<file path="src/rtl/alu_operand_if.sv">
// Operand bundle between decode and the ALU operand stage.
// Carries decode operands, writeback candidates and registered results.
interface alu_operand_if #(
  parameter int DATA_W = 32,
  parameter int IMM_W  = 16,
  parameter int REG_AW = 5
);
  logic              in_valid;
  logic [REG_AW-1:0] rs_addr;
  logic [REG_AW-1:0] rt_addr;
  logic [DATA_W-1:0] rs_data;
  logic [DATA_W-1:0] rt_data;
  logic [IMM_W-1:0]  imm;
  logic [1:0]        imm_mode;
  logic              alu_src;
  logic              exm_wr_en;
  logic [REG_AW-1:0] exm_wr_addr;
  logic [DATA_W-1:0] exm_wr_data;
  logic              mwb_wr_en;
  logic [REG_AW-1:0] mwb_wr_addr;
  logic [DATA_W-1:0] mwb_wr_data;
  logic              stall;
  logic              flush;
  logic              out_valid;
  logic [DATA_W-1:0] alu_a;
  logic [DATA_W-1:0] alu_b;
  logic [DATA_W-1:0] store_data;
  logic [1:0]        fwd_a_sel;
  logic [1:0]        fwd_b_sel;
  logic [15:0]       fwd_count;

  modport master (
    output in_valid, rs_addr, rt_addr, rs_data, rt_data,
    output imm, imm_mode, alu_src,
    output exm_wr_en, exm_wr_addr, exm_wr_data,
    output mwb_wr_en, mwb_wr_addr, mwb_wr_data,
    output stall, flush,
    input  out_valid, alu_a, alu_b, store_data,
    input  fwd_a_sel, fwd_b_sel, fwd_count
  );

  modport slave (
    input  in_valid, rs_addr, rt_addr, rs_data, rt_data,
    input  imm, imm_mode, alu_src,
    input  exm_wr_en, exm_wr_addr, exm_wr_data,
    input  mwb_wr_en, mwb_wr_addr, mwb_wr_data,
    input  stall, flush,
    output out_valid, alu_a, alu_b, store_data,
    output fwd_a_sel, fwd_b_sel, fwd_count
  );
endinterface

</file>
<file path="src/rtl/alu_operand_stage.sv">
// ALU operand stage: forwarding muxes, immediate extension and
// one-cycle operand register with stall/flush and forward counter.
module alu_operand_stage #(
  parameter int DATA_W = 32,
  parameter int IMM_W  = 16,
  parameter int REG_AW = 5
) (
  input logic         clk,
  input logic         rst_n,
  alu_operand_if.slave bus
);

  localparam logic [1:0] SRC_RF  = 2'b00;
  localparam logic [1:0] SRC_EXM = 2'b01;
  localparam logic [1:0] SRC_MWB = 2'b10;
  localparam int         PAD_W   = DATA_W - IMM_W;

  typedef struct packed {
    logic [1:0]        sel;
    logic [DATA_W-1:0] data;
  } fwd_t;

  function automatic fwd_t fwd(
    input logic [REG_AW-1:0] addr,
    input logic [DATA_W-1:0] rf_data,
    input logic              exm_en,
    input logic [REG_AW-1:0] exm_addr,
    input logic [DATA_W-1:0] exm_data,
    input logic              mwb_en,
    input logic [REG_AW-1:0] mwb_addr,
    input logic [DATA_W-1:0] mwb_data
  );
    fwd_t r;
    logic hit_exm;
    logic hit_mwb;
    // r0 is hardwired; EX/MEM wins over MEM/WB
    hit_exm = exm_en && (exm_addr == addr) && (addr != '0);
    hit_mwb = !hit_exm && mwb_en && (mwb_addr == addr) && (addr != '0);
    r.sel  = SRC_RF;
    r.data = rf_data;
    unique case (1'b1)
      hit_exm: begin
        r.sel  = SRC_EXM;
        r.data = exm_data;
      end
      hit_mwb: begin
        r.sel  = SRC_MWB;
        r.data = mwb_data;
      end
      default: ;
    endcase
    return r;
  endfunction

  fwd_t              fa;
  fwd_t              fb;
  logic [DATA_W-1:0] imm_ext;
  logic [DATA_W-1:0] b_next;
  logic              accept;
  logic              fwd_any;

  always_comb begin
    fa = fwd(bus.rs_addr, bus.rs_data,
             bus.exm_wr_en, bus.exm_wr_addr, bus.exm_wr_data,
             bus.mwb_wr_en, bus.mwb_wr_addr, bus.mwb_wr_data);
    fb = fwd(bus.rt_addr, bus.rt_data,
             bus.exm_wr_en, bus.exm_wr_addr, bus.exm_wr_data,
             bus.mwb_wr_en, bus.mwb_wr_addr, bus.mwb_wr_data);
  end

  always_comb begin
    imm_ext = {{PAD_W{bus.imm[IMM_W-1]}}, bus.imm};
    unique case (1'b1)
      (bus.imm_mode == 2'b01): imm_ext = {{PAD_W{1'b0}}, bus.imm};
      (bus.imm_mode == 2'b10): imm_ext = {bus.imm, {PAD_W{1'b0}}};
      default: ;
    endcase
  end

  assign b_next  = bus.alu_src ? imm_ext : fb.data;
  assign accept  = bus.in_valid && !bus.stall && !bus.flush;
  assign fwd_any = (fa.sel != SRC_RF) || (fb.sel != SRC_RF);

  always_ff @(posedge clk or negedge rst_n) begin
    if (!rst_n) begin
      bus.out_valid  <= 1'b0;
      bus.alu_a      <= '0;
      bus.alu_b      <= '0;
      bus.store_data <= '0;
      bus.fwd_a_sel  <= SRC_RF;
      bus.fwd_b_sel  <= SRC_RF;
      bus.fwd_count  <= '0;
    end else if (bus.flush) begin
      bus.out_valid <= 1'b0;
    end else if (!bus.stall) begin
      bus.out_valid <= bus.in_valid;
      if (accept) begin
        bus.alu_a      <= fa.data;
        bus.alu_b      <= b_next;
        bus.store_data <= fb.data;
        bus.fwd_a_sel  <= fa.sel;
        bus.fwd_b_sel  <= fb.sel;
        if (fwd_any && (bus.fwd_count != 16'hFFFF))
          bus.fwd_count <= bus.fwd_count + 16'd1;
      end
    end
  end

endmodule
</file>
<file path="src/flat_wrapper.sv">
// flat-port wrapper written by rule: the top's interface ports become plain ports
module alu_operand_stage_flat 
#(
  parameter int DATA_W = 32,
  parameter int IMM_W  = 16,
  parameter int REG_AW = 5
)
  (clk, rst_n, bus_in_valid, bus_rs_addr, bus_rt_addr, bus_rs_data, bus_rt_data, bus_imm, bus_imm_mode, bus_alu_src, bus_exm_wr_en, bus_exm_wr_addr, bus_exm_wr_data, bus_mwb_wr_en, bus_mwb_wr_addr, bus_mwb_wr_data, bus_stall, bus_flush, bus_out_valid, bus_alu_a, bus_alu_b, bus_store_data, bus_fwd_a_sel, bus_fwd_b_sel, bus_fwd_count);
  alu_operand_if #(.DATA_W(DATA_W), .IMM_W(IMM_W), .REG_AW(REG_AW)) bus_i ();
  input logic clk;
  input logic rst_n;
  input wire logic [$bits(bus_i.in_valid)-1:0] bus_in_valid;
  input wire logic [$bits(bus_i.rs_addr)-1:0] bus_rs_addr;
  input wire logic [$bits(bus_i.rt_addr)-1:0] bus_rt_addr;
  input wire logic [$bits(bus_i.rs_data)-1:0] bus_rs_data;
  input wire logic [$bits(bus_i.rt_data)-1:0] bus_rt_data;
  input wire logic [$bits(bus_i.imm)-1:0] bus_imm;
  input wire logic [$bits(bus_i.imm_mode)-1:0] bus_imm_mode;
  input wire logic [$bits(bus_i.alu_src)-1:0] bus_alu_src;
  input wire logic [$bits(bus_i.exm_wr_en)-1:0] bus_exm_wr_en;
  input wire logic [$bits(bus_i.exm_wr_addr)-1:0] bus_exm_wr_addr;
  input wire logic [$bits(bus_i.exm_wr_data)-1:0] bus_exm_wr_data;
  input wire logic [$bits(bus_i.mwb_wr_en)-1:0] bus_mwb_wr_en;
  input wire logic [$bits(bus_i.mwb_wr_addr)-1:0] bus_mwb_wr_addr;
  input wire logic [$bits(bus_i.mwb_wr_data)-1:0] bus_mwb_wr_data;
  input wire logic [$bits(bus_i.stall)-1:0] bus_stall;
  input wire logic [$bits(bus_i.flush)-1:0] bus_flush;
  output wire logic [$bits(bus_i.out_valid)-1:0] bus_out_valid;
  output wire logic [$bits(bus_i.alu_a)-1:0] bus_alu_a;
  output wire logic [$bits(bus_i.alu_b)-1:0] bus_alu_b;
  output wire logic [$bits(bus_i.store_data)-1:0] bus_store_data;
  output wire logic [$bits(bus_i.fwd_a_sel)-1:0] bus_fwd_a_sel;
  output wire logic [$bits(bus_i.fwd_b_sel)-1:0] bus_fwd_b_sel;
  output wire logic [$bits(bus_i.fwd_count)-1:0] bus_fwd_count;
  assign bus_i.in_valid = bus_in_valid;
  assign bus_i.rs_addr = bus_rs_addr;
  assign bus_i.rt_addr = bus_rt_addr;
  assign bus_i.rs_data = bus_rs_data;
  assign bus_i.rt_data = bus_rt_data;
  assign bus_i.imm = bus_imm;
  assign bus_i.imm_mode = bus_imm_mode;
  assign bus_i.alu_src = bus_alu_src;
  assign bus_i.exm_wr_en = bus_exm_wr_en;
  assign bus_i.exm_wr_addr = bus_exm_wr_addr;
  assign bus_i.exm_wr_data = bus_exm_wr_data;
  assign bus_i.mwb_wr_en = bus_mwb_wr_en;
  assign bus_i.mwb_wr_addr = bus_mwb_wr_addr;
  assign bus_i.mwb_wr_data = bus_mwb_wr_data;
  assign bus_i.stall = bus_stall;
  assign bus_i.flush = bus_flush;
  assign bus_out_valid = bus_i.out_valid;
  assign bus_alu_a = bus_i.alu_a;
  assign bus_alu_b = bus_i.alu_b;
  assign bus_store_data = bus_i.store_data;
  assign bus_fwd_a_sel = bus_i.fwd_a_sel;
  assign bus_fwd_b_sel = bus_i.fwd_b_sel;
  assign bus_fwd_count = bus_i.fwd_count;
  alu_operand_stage #(.DATA_W(DATA_W), .IMM_W(IMM_W), .REG_AW(REG_AW)) u_core (.clk(clk), .rst_n(rst_n), .bus(bus_i));
endmodule
</file>
<file path="config.mk">
export PLATFORM = sky130hd
export DESIGN_NAME = alu_operand_stage_flat
export DESIGN_NICKNAME = d
export VERILOG_FILES = /design/src/rtl/alu_operand_if.sv /design/src/rtl/alu_operand_stage.sv /design/src/flat_wrapper.sv
export SDC_FILE = /design/constraint.sdc
export NUM_CORES = 1
export LEC_CHECK = 0
export CAP_MARGIN = 25
export CORE_ASPECT_RATIO = 0.75
export CORE_MARGIN = 8
export CORE_UTILIZATION = 39
export DETAILED_ROUTE_END_ITERATION = 12
export HOLD_SLACK_MARGIN = 0.15
export PLACE_DENSITY = 0.76
export SLEW_MARGIN = 15
export SYNTH_ARGS = -nofsm -noshare
export SYNTH_HDL_FRONTEND = slang
export SYNTH_SLANG_ARGS = --single-unit
</file>
<file path="constraint.sdc">
create_clock -name clk -period 6.6 [get_ports clk]
set_input_delay 0.66 -clock clk [delete_from_list [all_inputs] [get_ports clk]]
set_output_delay 0.66 -clock clk [all_outputs]
set_load 0.03 [all_outputs]
</file>
Word-level counts from Yosys, hierarchy flattened --
Index checks and enable logic that the tools add are counted.
Operators by class: bitwise operators 2, reduce and logical (&&, ||, !) cells 24, equal/unequal tests 8, $add $sub $neg 1, multiplexer cells 6
Operators by type and width (number):
- $pmux 34 s2 | 2
- $pmux 32 s2 | 1
- $mux 32 | 1
- $eq 5x5->1 | 4
- $add 16x1->16 const B | 1
- $ne 16x16->1 const B | 1
- $logic_and 1x1->1 | 13
- $reduce_bool 5->1 | 2
- $logic_not 1->1 | 4
- $reduce_and 4->1 | 1
- $reduce_bool 2->1 | 2
- $reduce_and 3->1 | 1
- $eq 2x1->1 const B | 1
- $eq 2x2->1 const B | 1
- $mux 1 | 2
- $ne 2x1->1 const B | 1
- $not 1->1 | 2
- $logic_or 1x1->1 | 1
Storage, ports and cells: output and inout port bits 117, flip-flop bits (word level) 117, input port bits 174, word-level logic and storage cells 48

Longest topological paths before layout --
Gate-level depths: netlist of the first run.
depth after elaboration 12, gate-level depth with buffers 9, gate-level depth less buffers 7

Worst setup path after synthesis of the first run --
No wires, ideal clock.
kind input to register, start in bus_rt_addr[1], end reg u_core.bus.fwd_count[1], path slack 4138 ps, buffers on the path 2, data required time 6475 ps, arrival time 2338 ps, cell stages on the path 8, library setup time 125 ps, cell sequence xnor2_2 > nand2_1 > or4b_1 > buf_2 > and4_4 > buf_6 > nor2_1 > mux2_2
Between the ends: cells in the longest elaborated chain, start to end 12, elaborated cells on any way between the ends 14, classes of those cells eq/ne: 2; mux: 1; reduce/logical: 11
Ends and longest elaborated chain:
- start, declared | line flat_wrapper.sv:14 | input wire logic [$bits(bus_i.rt_addr)-1:0] bus_rt_addr;
- $eq 5x5->1 | line alu_operand_stage.sv:37 | hit_exm = exm_en && (exm_addr == addr) && (addr != '0);
- $logic_and 1x1->1 (2 in a row) | line alu_operand_stage.sv:37
- $logic_not 1->1 | line alu_operand_stage.sv:38 | hit_mwb = !hit_exm && mwb_en && (mwb_addr == addr) && (addr != '0);
- $logic_and 1x1->1 (3 in a row) | line alu_operand_stage.sv:38
- $pmux 34 s2 (*) | line alu_operand_stage.sv:41 | unique case (1'b1)
- $reduce_bool 2->1 (*) | line alu_operand_stage.sv:82 | assign fwd_any = (fa.sel != SRC_RF) || (fb.sel != SRC_RF);
- $logic_or 1x1->1 (*) | line alu_operand_stage.sv:82
- $logic_and 1x1->1 (*) | line alu_operand_stage.sv:103 | if (fwd_any && (bus.fwd_count != 16'hFFFF))
- $reduce_and 4->1 (no line) (*)
- end signal, assigned | line alu_operand_stage.sv:104 | bus.fwd_count <= bus.fwd_count + 16'd1;
- end, declared | line alu_operand_if.sv:49 | output fwd_a_sel, fwd_b_sel, fwd_count
Every way passes the cells marked *; elsewhere a longest branch is shown, timed or not. A chain may end at the register's enable or synchronous reset.

Worst setup path in the final report of the first run --
start in bus_rs_addr[1], end reg u_core.bus.alu_a[19]
Between the ends: cells in the longest elaborated chain, start to end 8, elaborated cells on any way between the ends 10, classes of those cells eq/ne: 2; mux: 1; reduce/logical: 7
Ends and longest elaborated chain:
- start, declared | line flat_wrapper.sv:13 | input wire logic [$bits(bus_i.rs_addr)-1:0] bus_rs_addr;
- $eq 5x5->1 | line alu_operand_stage.sv:37
- $logic_and 1x1->1 (2 in a row) | line alu_operand_stage.sv:37
- $logic_not 1->1 | line alu_operand_stage.sv:38
- $logic_and 1x1->1 (3 in a row) | line alu_operand_stage.sv:38
- $pmux 34 s2 (*) | line alu_operand_stage.sv:41
- end signal, assigned | line alu_operand_stage.sv:98 | bus.alu_a <= fa.data;
- end, declared | line alu_operand_if.sv:48 | output out_valid, alu_a, alu_b, store_data,
Marks and branches as above.

==> results of run 1 <==
## flip-flops by register name (all words and copies together), names as in the netlist
name,count
u_core.bus.alu_a,32
u_core.bus.alu_b,32
u_core.bus.store_data,32
u_core.bus.fwd_count,16
u_core.bus.fwd_a_sel,2
u_core.bus.fwd_b_sel,2
u_core.bus.out_valid,1
## cell usage in the layout (no fill, tap or decap), types with 4 or more instances in the layout
master           count
clkdlybuf4s50_1    289
a22oi_1             38
a21oi_1             76
a221o_1             27
or3_1                6
nor3_2               7
nor2_1              46
mux2i_1             13
dfrtp_1            117
o21ai_0             88
buf_4               14
clkbuf_16           17
nand3_1              4
o31ai_1              6
nand2_1             48
o211ai_1            28
clkinv_2             6
nand4_1              4
a21o_1              14
xnor2_1             13
and3_1              38
xor2_1              21
a221oi_1             5
## report_power, final
group / internal, mW / leakage (nW) / switching [mW] / total, mW
Sequential: 0.828 / 1.45 / 0.0829 / 0.911
Combinational: 0.372 / 2.62 / 0.468 / 0.841
Clock: 0.610 / 0.297 / 0.323 / 0.933
Total: 1.81 / 4.37 / 0.875 / 2.68
## kinds of logic (layout without fill, tap and decap cells)
logic type / count (synthesis) / in the layout / share of synthesized area
AND/OR/NAND/NOR: 177 / 177 / 0.1449
buffers and inverters: 67 / 339 / 0.04349
XOR/XNOR: 35 / 35 / 0.04895
multiplexers: 14 / 14 / 0.02204
AO/OA/AOI/OAI: 283 / 283 / 0.2785
other: 0 / 2 / 0
flip-flops: 117 / 117 / 0.4563
adder cells (fa/ha/maj): 3 / 3 / 0.005851
## metal layers
metal	track usage	vias up
met4	0.07520	4
met1	0.3654	3274
li1	-	3122
met2	0.3745	364
met5	0	-
met3	0.08922	42
## worst max-delay path, cell delays in order
cell             delay [ns]
clkdlybuf4s50_1        0.47
or4_1                  0.53
nor2_1                 0.19
or3_1                  0.76
and2_1                 0.83
a22oi_1                0.20
o21ai_0                0.22
## metrics by stage
step | cell area [um^2] | hold slack (ns) | cells | worst slack (ns) | util
after detailed placement | 9439 | 0.4642 | 1145 | 2.704 | 0.5875
after global routing | 10040 | 0.3968 | 1178 | 2.891 | 0.6252
after CTS | 10030 | 0.3541 | 1177 | 3.138 | 0.6245
after floorplan | 6416 | 0.3644 | 696 | 4.138 | -
final | 10050 | 0.3331 | 1180 | 3.054 | 0.6255
after global placement | 9439 | 0.4592 | 1145 | 2.761 | 0.5875
## final timing paths
check | startpoint | endpoint
max in group asynchronous | rst_n | u_core.bus.alu_a[9]
hold / removal | rst_n | u_core.bus.out_valid
hold reg to reg | u_core.bus.alu_a[31] | u_core.bus.alu_a[31]
setup / recovery | bus_rs_addr[1] | u_core.bus.alu_a[19]
min in group clk | u_core.bus.alu_a[31] | u_core.bus.alu_a[31]
setup reg to reg | u_core.bus.fwd_count[0] | u_core.bus.fwd_count[1]
## area by class of cell
class	count	area, um^2
clock buffers	22	464.2
clock inverters	10	128.9
flip-flops and latches	117	2928
multi-input cells	512	3239
inverters	3	11.26
diodes	2	5.005
fillers	1352	6017
well taps	210	262.8
repair buffers	304	3009
==> out/results.txt, run 1 <==
status -> complete, no violations
Total Power -> 2.684 mW
Seq/Total Area, Yosys -> 0.4563
I/O Pins -> 291
wl on met1 -> 12.41 mm
remaining antenna violation count -> 0
Yosys cell types -> 41
CTS tree -> done
GRT Total Usage -> 0.2616
DRT iter0 DRCs -> 665
Area contributors post-synth -> dfrtp_1 46%, o21ai_0 6.9%, a21oi_1 5.9%
top cells by count, synth -> 117 x dfrtp_1, 88 x o21ai_0, 76 x a21oi_1
Clock Tree Buf Depth -> 2
sum of negative setup slack -> 0 ns
gpl congestion -> 0.8903
WL met3 -> 3.011 mm
DR vias/cell -> 5.768
Core Box Area -> 16,070 um^2
total clock sinks -> 117
Post-synth EDFFs -> 0
hold_buf cts -> 0
buffers added on ports -> 290
area delta synth->final -> 56.61%
HP Class -> primary input to async pin
Net Count, Synth -> 873
via count -> 6,806
Yosys top cell by area -> dfrtp_1
Hold Violations, Final -> 0
GRT overflow -> 0
Max Used Layer -> met5
Tcrit/Tclk final -> 0.5373
R2R depth -> 7
Worst Path Max Fanout -> 29
Mapped Avg Cell Area -> 9.219 um^2
vias in the first global route -> 6,766
Ys Warns -> 0
Clock transition at path regs -> 0.06 ns
FP Rows -> 40
cell count after synthesis -> 696
Wirelength per Cell -> 23.51 um
Seq cells post-synth -> 117
post-synthesis cell area -> 6416 um^2
Initial Util -> 0.3994
Final min period -> 3.546 ns
root buf cell -> clkbuf_16
worst path arrival time -> 3.88 ns
met2 WL -> 11.69 mm
Num CTS Buffers -> 17
Pleak -> 4.372 nW
Layout Nets -> 1,132
count leader, synth -> dfrtp_1
Yosys top cell area share -> 0.4563
R2R Setup Slk -> 4.22 ns
critical path startpoint category -> primary input
RSZ-0062 raised after global routing -> no
largest net degree at the start of global routing -> 85
Worst setup EP type -> flop
slew of the pin with the lowest slew margin -> 0.9873 ns
Die Y-Extent -> 127.1 um
TritonRoute pass-1 iters -> 5
VDD IR max -> 0.1823 mV
max-cap viol count -> 0
HPWL Detailed -> 21.54 mm
skew final -> 0.002023 ns
relative slew slack -> 0.3394
f_max -> 282.0 MHz
CP Class -> primary input to flop
Final setup viols -> 0
# resized after CTS -> 0
clk_lat worst skew -> 0.41 ns
H-tree depth -> 4
share of layout cells above drive strength 1 -> 0.06612
ys async rst share -> 1.000
Primary FF master, synth -> dfrtp_1
Final Max Slew Viols -> 0
die area -> 20,850 um^2
DIE WIDTH -> 164.1 um
global-route wire length before repair -> 41.36 mm
Routed WL -> 27.75 mm
Post-CTS Setup Repair Bufs -> 0
initial antenna violation count -> 2
Worst EP required -> 6.93 ns
DR DRC count -> 0
pwr/cell area -> 267.2 nW/um^2
(Power assumes the default switching activity.)
==> run 2, diff against run 1 <==
Clock period 6.6 ns to 3.3 ns, I/O delays scaled along.
==> run 2 against run 1 <==
  * Worst hold slack improved by 0.14 ns
  * Setup slack got worse by 2.3 ns
  * Wire length fell by 0.99%
  * First-iteration DRC count fell by 17%
  * Core utilization rose by 0.65 points
  * Die area did not move
  * Sequential power rose by 96%
  * Flip-flop and latch count did not move
  * Clock power rose by 100%
  * Power rose by 100%
  * Highest routed layer is now met4
==> out/results.txt, run 2 (synthesized netlist as in run 1, its figures left out) <==
initial antenna violation count -> 0
most common cell after layout, fill and taps aside -> clkdlybuf4s50_1
worst path arrival time -> 2.84 ns
Clock transition at path regs -> 0.06 ns
largest net degree at the start of global routing -> 90
Filler Cell Count -> 1,380
Layout Nets -> 1,142
HP Class -> primary input to flop
I/O Pins -> 291
storage element area -> 2928 um^2
skew final -> 0.003399 ns
R2R Setup Slk -> 1.03 ns
Int Power -> 3.558 mW
Initial Util -> 0.3994
Die Y-Extent -> 127.1 um
DR DRC count -> 0
clk_lat worst skew -> 0.42 ns
combinational share of power -> 0.316
Total Power -> 5.385 mW
clock share of power -> 0.351
launching point of the worst reg2reg path -> u_core.bus.fwd_count[0]
antenna fix cells -> 0
vias in the first global route -> 6,678
global-route wire length before repair -> 40.88 mm
Final min period -> 2.509 ns
commonest non-fill, non-tap cells in the layout -> 289 x clkdlybuf4s50_1, 117 x dfrtp_1, 88 x o21ai_0, 76 x a21oi_1, 48 x nand2_1
root buf cell -> clkbuf_16
Num CTS Buffers -> 17
FP Rows -> 40
f_max -> 398.6 MHz
total clock sinks -> 117
Final Max Slew Viols -> 0
relative slew slack -> 0.4435
status -> complete, no violations
Hold Violations, Final -> 0
pwr/cell area -> 530.3 nW/um^2
Multi-input gate area -> 3239 um^2
Pleak -> 4.418 nW
Wirelength per Cell -> 23.12 um
Final setup viols -> 0
Seq pwr share -> 0.333
Worst Hold Launch -> bus_stall
DIE WIDTH -> 164.1 um
reg2reg end -> u_core.bus.fwd_count[15]
R2R depth -> 7
RSZ-0062 raised after global routing -> no
die area -> 20,850 um^2
via count -> 6,778
critical path startpoint category -> primary input
gpl congestion -> 0.8541
VDD IR max -> 0.3481 mV
hold depth -> 3
GRT overflow -> 0
Worst EP required -> 3.63 ns
Worst Path Max Fanout -> 15
Sw Share -> 0.3392
H-tree depth -> 4
max-cap viol count -> 0
CTS tree -> done
Routed WL -> 27.47 mm
DR vias/cell -> 5.705
GRT Total Usage -> 0.2577
slew of the pin with the lowest slew margin -> 0.8347 ns
TritonRoute pass-1 iters -> 5
buffers added on ports -> 290
DRT iter0 DRCs -> 550
placed instance area -> 9539 um^2
Tcrit/Tclk final -> 0.7602
share of layout cells above drive strength 1 -> 0.07771
Worst setup EP type -> flop
Largest regs -> u_core.bus.alu_a x32, u_core.bus.alu_b x32, u_core.bus.store_data x32
Core Box Area -> 16,070 um^2
design area -> 10,150 um^2
Sw Pwr -> 1.826 mW
CP Class -> primary input to flop
Clock Tree Buf Depth -> 2
worst hold endpoint -> u_core.bus.out_valid
remaining antenna violation count -> 0
WHS -> 0.4735 ns
HPWL Detailed -> 21.15 mm
sum of negative setup slack -> 0 ns
area delta synth->final -> 58.25%
==> run 2: metrics by stage <==
step / worst slack, ns / cells / utilization
3_3_place_gp: 0.4650 / 1155 / 0.5938
2_1_floorplan: 0.9288 / 696 / -
6_report: 0.7913 / 1188 / 0.6320
4_1_cts: 0.8606 / 1188 / 0.6320
3_5_place_dp: 0.4163 / 1155 / 0.5938
5_1_grt: 0.6978 / 1188 / 0.6320
==> run 2: per-layer routing <==
metal  track usage  part of all wire  vias up
met4       0.06027             0.017        0
met2        0.3873              0.44      329
li1              -                 -     3136
met1        0.3387              0.43     3276
met5             0                 0        -
met3        0.1065              0.11       37
==> run 2: worst max-delay path, stage by stage <==
cell             delay [ns]
clkdlybuf4s50_1        0.48
or4_1                  0.55
nor2_1                 0.19
or4_1                  0.42
and2_1                 0.43
buf_12                 0.20
a22oi_1                0.07
o21ai_0                0.18
==> run 2: final cells by class <==
class                      instances  share of cell area
multi-input combinational        512              0.3190
timing repair buffer             314              0.3061
sequential                       117              0.2884
clock buffer                      18             0.04325
tap                              210             0.02588
clock inverter                    14             0.01627
inverter                           3            0.001109
==> run 2: worst max-delay path by stage <==
stage	startpoint	to	cells after the start
final	bus_rs_addr[1]	u_core.bus.alu_a[8]	8
after global routing	bus_rs_addr[1]	u_core.bus.alu_a[23]	8
after CTS	bus_rs_addr[1]	u_core.bus.fwd_count[1]	7
after detailed placement	bus_rs_addr[1]	u_core.bus.fwd_count[1]	7
after global placement	bus_rs_addr[1]	u_core.bus.fwd_count[1]	7
after floorplan	u_core.bus.fwd_count[0]	u_core.bus.fwd_count[1]	8
==> run 2: power groups by stage <==
stage                     Sequential [mW]  Combinational (mW)  Clock (mW)
final                                1.79                1.70        1.89
after global routing                 1.82                1.81        1.98
after CTS                            1.79                1.71        1.92
after detailed placement             1.81                1.70           0
after global placement               1.81                1.69           0
after floorplan                      2.23               0.372           0
==> run 2: timing repair <==
action / 4_1_cts / 5_1_grt
buffers inserted: 0 / 0
hold endpoints to repair: 43 / 0
setup endpoints to repair: 0 / 0
hold buffers: 1 / 0
resized for setup: 0 / 0
==> run 3, diff against run 2 <==
Clock period 3.3 ns to 2.5 ns, I/O delays scaled along.
==> run 3 against run 2 <==
  * Wire length up 3.4%
  * Combinational power increased by 36%
  * Critical path depth fell by 1
  * Power increased by 34%
  * Flip-flop and latch count is the same
  * Clock-buffer cell count did not move
  * Non-clock buffer count is 39 higher
  * Sequential share of layout area decreased by 1.0 points
  * Sequential power increased by 33%
  * Register-to-register slack lost 0.70 ns
  * Cell area increased by 3.7%
  * Clock power grew 34%
  * Critical path type unchanged
  * Largest power group unchanged
==> out/results.txt, run 3 (synthesized netlist as in run 1, its figures left out) <==
gpl congestion -> 0.9224
skew final -> 0.003055 ns
Placed Instances -> 1,194
most common cell after layout, fill and taps aside -> clkdlybuf4s50_1
max incr delay on CP -> 0.76 ns
f_max -> 443.2 MHz
launching point of the worst reg2reg path -> u_core.bus.fwd_count[0]
Core Box Area -> 16,070 um^2
critical path startpoint category -> primary input
total clock sinks -> 117
Final setup viols -> 0
Post-CTS Setup Repair Bufs -> 0
Final min period -> 2.256 ns
RSZ-0062 raised after global routing -> no
CTS tree -> done
clk_lat worst skew -> 0.42 ns
HP Class -> primary input to async pin
CP Class -> primary input to flop
initial antenna violation count -> 2
root buf cell -> clkbuf_16
setup ws final -> 0.2438 ns
Routed WL -> 28.41 mm
GRT overflow -> 0
Layout Nets -> 1,181
relative slew slack -> 0.3183
Worst Path Max Fanout -> 16
FP Rows -> 40
area delta synth->final -> 64.06%
I/O Pins -> 291
R2R Setup Slk -> 0.33 ns
global-route wire length before repair -> 42.42 mm
Clock Tree Buf Depth -> 2
status -> complete, no violations
CP Cell Sequence -> clkdlybuf4s50_1 -> inv_1 -> ha_1 -> nor2_1 -> nor2_1 -> a21oi_1 -> a21oi_1
HPWL Detailed -> 22.29 mm
Worst setup EP type -> flop
die area -> 20,850 um^2
Largest regs -> u_core.bus.alu_a x32, u_core.bus.alu_b x32, u_core.bus.store_data x32
vias in the first global route -> 7,002
DIE WIDTH -> 164.1 um
GRT Total Usage -> 0.2672
# resized after CTS -> 0
Initial Util -> 0.3994
DRT iter0 DRCs -> 564
pwr/cell area -> 685.9 nW/um^2
Die Y-Extent -> 127.1 um
sum of negative setup slack -> 0 ns
largest net degree at the start of global routing -> 111
Wirelength per Cell -> 23.14 um
Pleak -> 4.625 nW
DR vias/cell -> 5.629
reg2reg end -> u_core.bus.fwd_count[11]
TritonRoute pass-1 iters -> 5
remaining antenna violation count -> 0
hold_buf cts -> 1
Setup WS pre-CTS -> -0.1664 ns
Worst EP required -> 2.84 ns
H-tree depth -> 4
Final Max Slew Viols -> 0
Tcrit/Tclk final -> 0.9025
share of layout cells above drive strength 1 -> 0.1121
fin cells -> 1,228
VDD IR max -> 0.5060 mV
R2R depth -> 7
via count -> 6,912
worst path arrival time -> 2.60 ns
Num CTS Buffers -> 17
Hold Violations, Final -> 0
Clock transition at path regs -> 0.06 ns
DR DRC count -> 0
critical path's slowest cell -> nor2_1
slew of the pin with the lowest slew margin -> 1.019 ns
buffers added on ports -> 290
max-cap viol count -> 0
commonest non-fill, non-tap cells in the layout -> 289 x clkdlybuf4s50_1, 117 x dfrtp_1, 88 x o21ai_0, 76 x a21oi_1, 55 x buf_4
==> run 3: cell type report <==
class	count	area (um^2)
antenna	1	2.502
clock buffer	18	429.2
clock inverter	14	177.7
fill	1307	5539
inverter	3	11.26
multi-input combinational	512	3239
sequential	117	2928
tap	210	262.8
timing repair buffer	353	3476
==> run 3: worst max-delay path: cells and delay by family <==
family | cells | cell delay (ns)
adder cells (fa/ha/maj) | 1 | 0.34
buffers and inverters | 2 | 0.61
AND/OR/NAND/NOR | 2 | 0.82
AO/OA/AOI/OAI | 2 | 0.57
==> run 3: worst max path at each step <==
stage / startpoint / endpoint / slack [ns] / cells after the start
final: bus_imm_mode[0] / u_core.bus.alu_b[10] / 0.24 / 7
after CTS: bus_rt_addr[3] / u_core.bus.alu_b[27] / 0.27 / 9
after detailed placement: bus_rt_addr[3] / u_core.bus.alu_b[27] / -0.17 / 9
after global placement: bus_rt_addr[1] / u_core.bus.alu_b[27] / -0.12 / 9
after global routing: bus_rt_addr[3] / u_core.bus.alu_b[4] / 0.07 / 10
after floorplan: u_core.bus.fwd_count[0] / u_core.bus.fwd_count[1] / 0.13 / 8
==> run 3: where the power goes <==
part / leakage (nW) / internal, mW / total, mW / switching (mW)
sequential: 1.45 / 2.18 / 2.38 / 0.193
clock: 0.284 / 1.58 / 2.53 / 0.955
combinational: 2.89 / 1.03 / 2.31 / 1.28
total: 4.63 / 4.80 / 7.22 / 2.42
==> run 3: per-layer routing <==
layer / share of wire / GRT usage
met5: 0.00046 / 0
met4: 0.016 / 0.07467
met3: 0.11 / 0.09788
met2: 0.44 / 0.3968
met1: 0.43 / 0.3584
==> run 3: metrics by stage <==
stage | total power [mW] | utilization | area, um^2 | hold WS (ns)
2_1_floorplan | 3.439 | - | 6416 | -0.04559
3_3_place_gp | 4.685 | 0.6167 | 9907 | 0.2608
3_5_place_dp | 4.710 | 0.6167 | 9907 | 0.2600
4_1_cts | 7.244 | 0.6551 | 10520 | 0.3857
5_1_grt | 7.484 | 0.6552 | 10530 | 0.4237
6_report | 7.220 | 0.6552 | 10530 | 0.3793
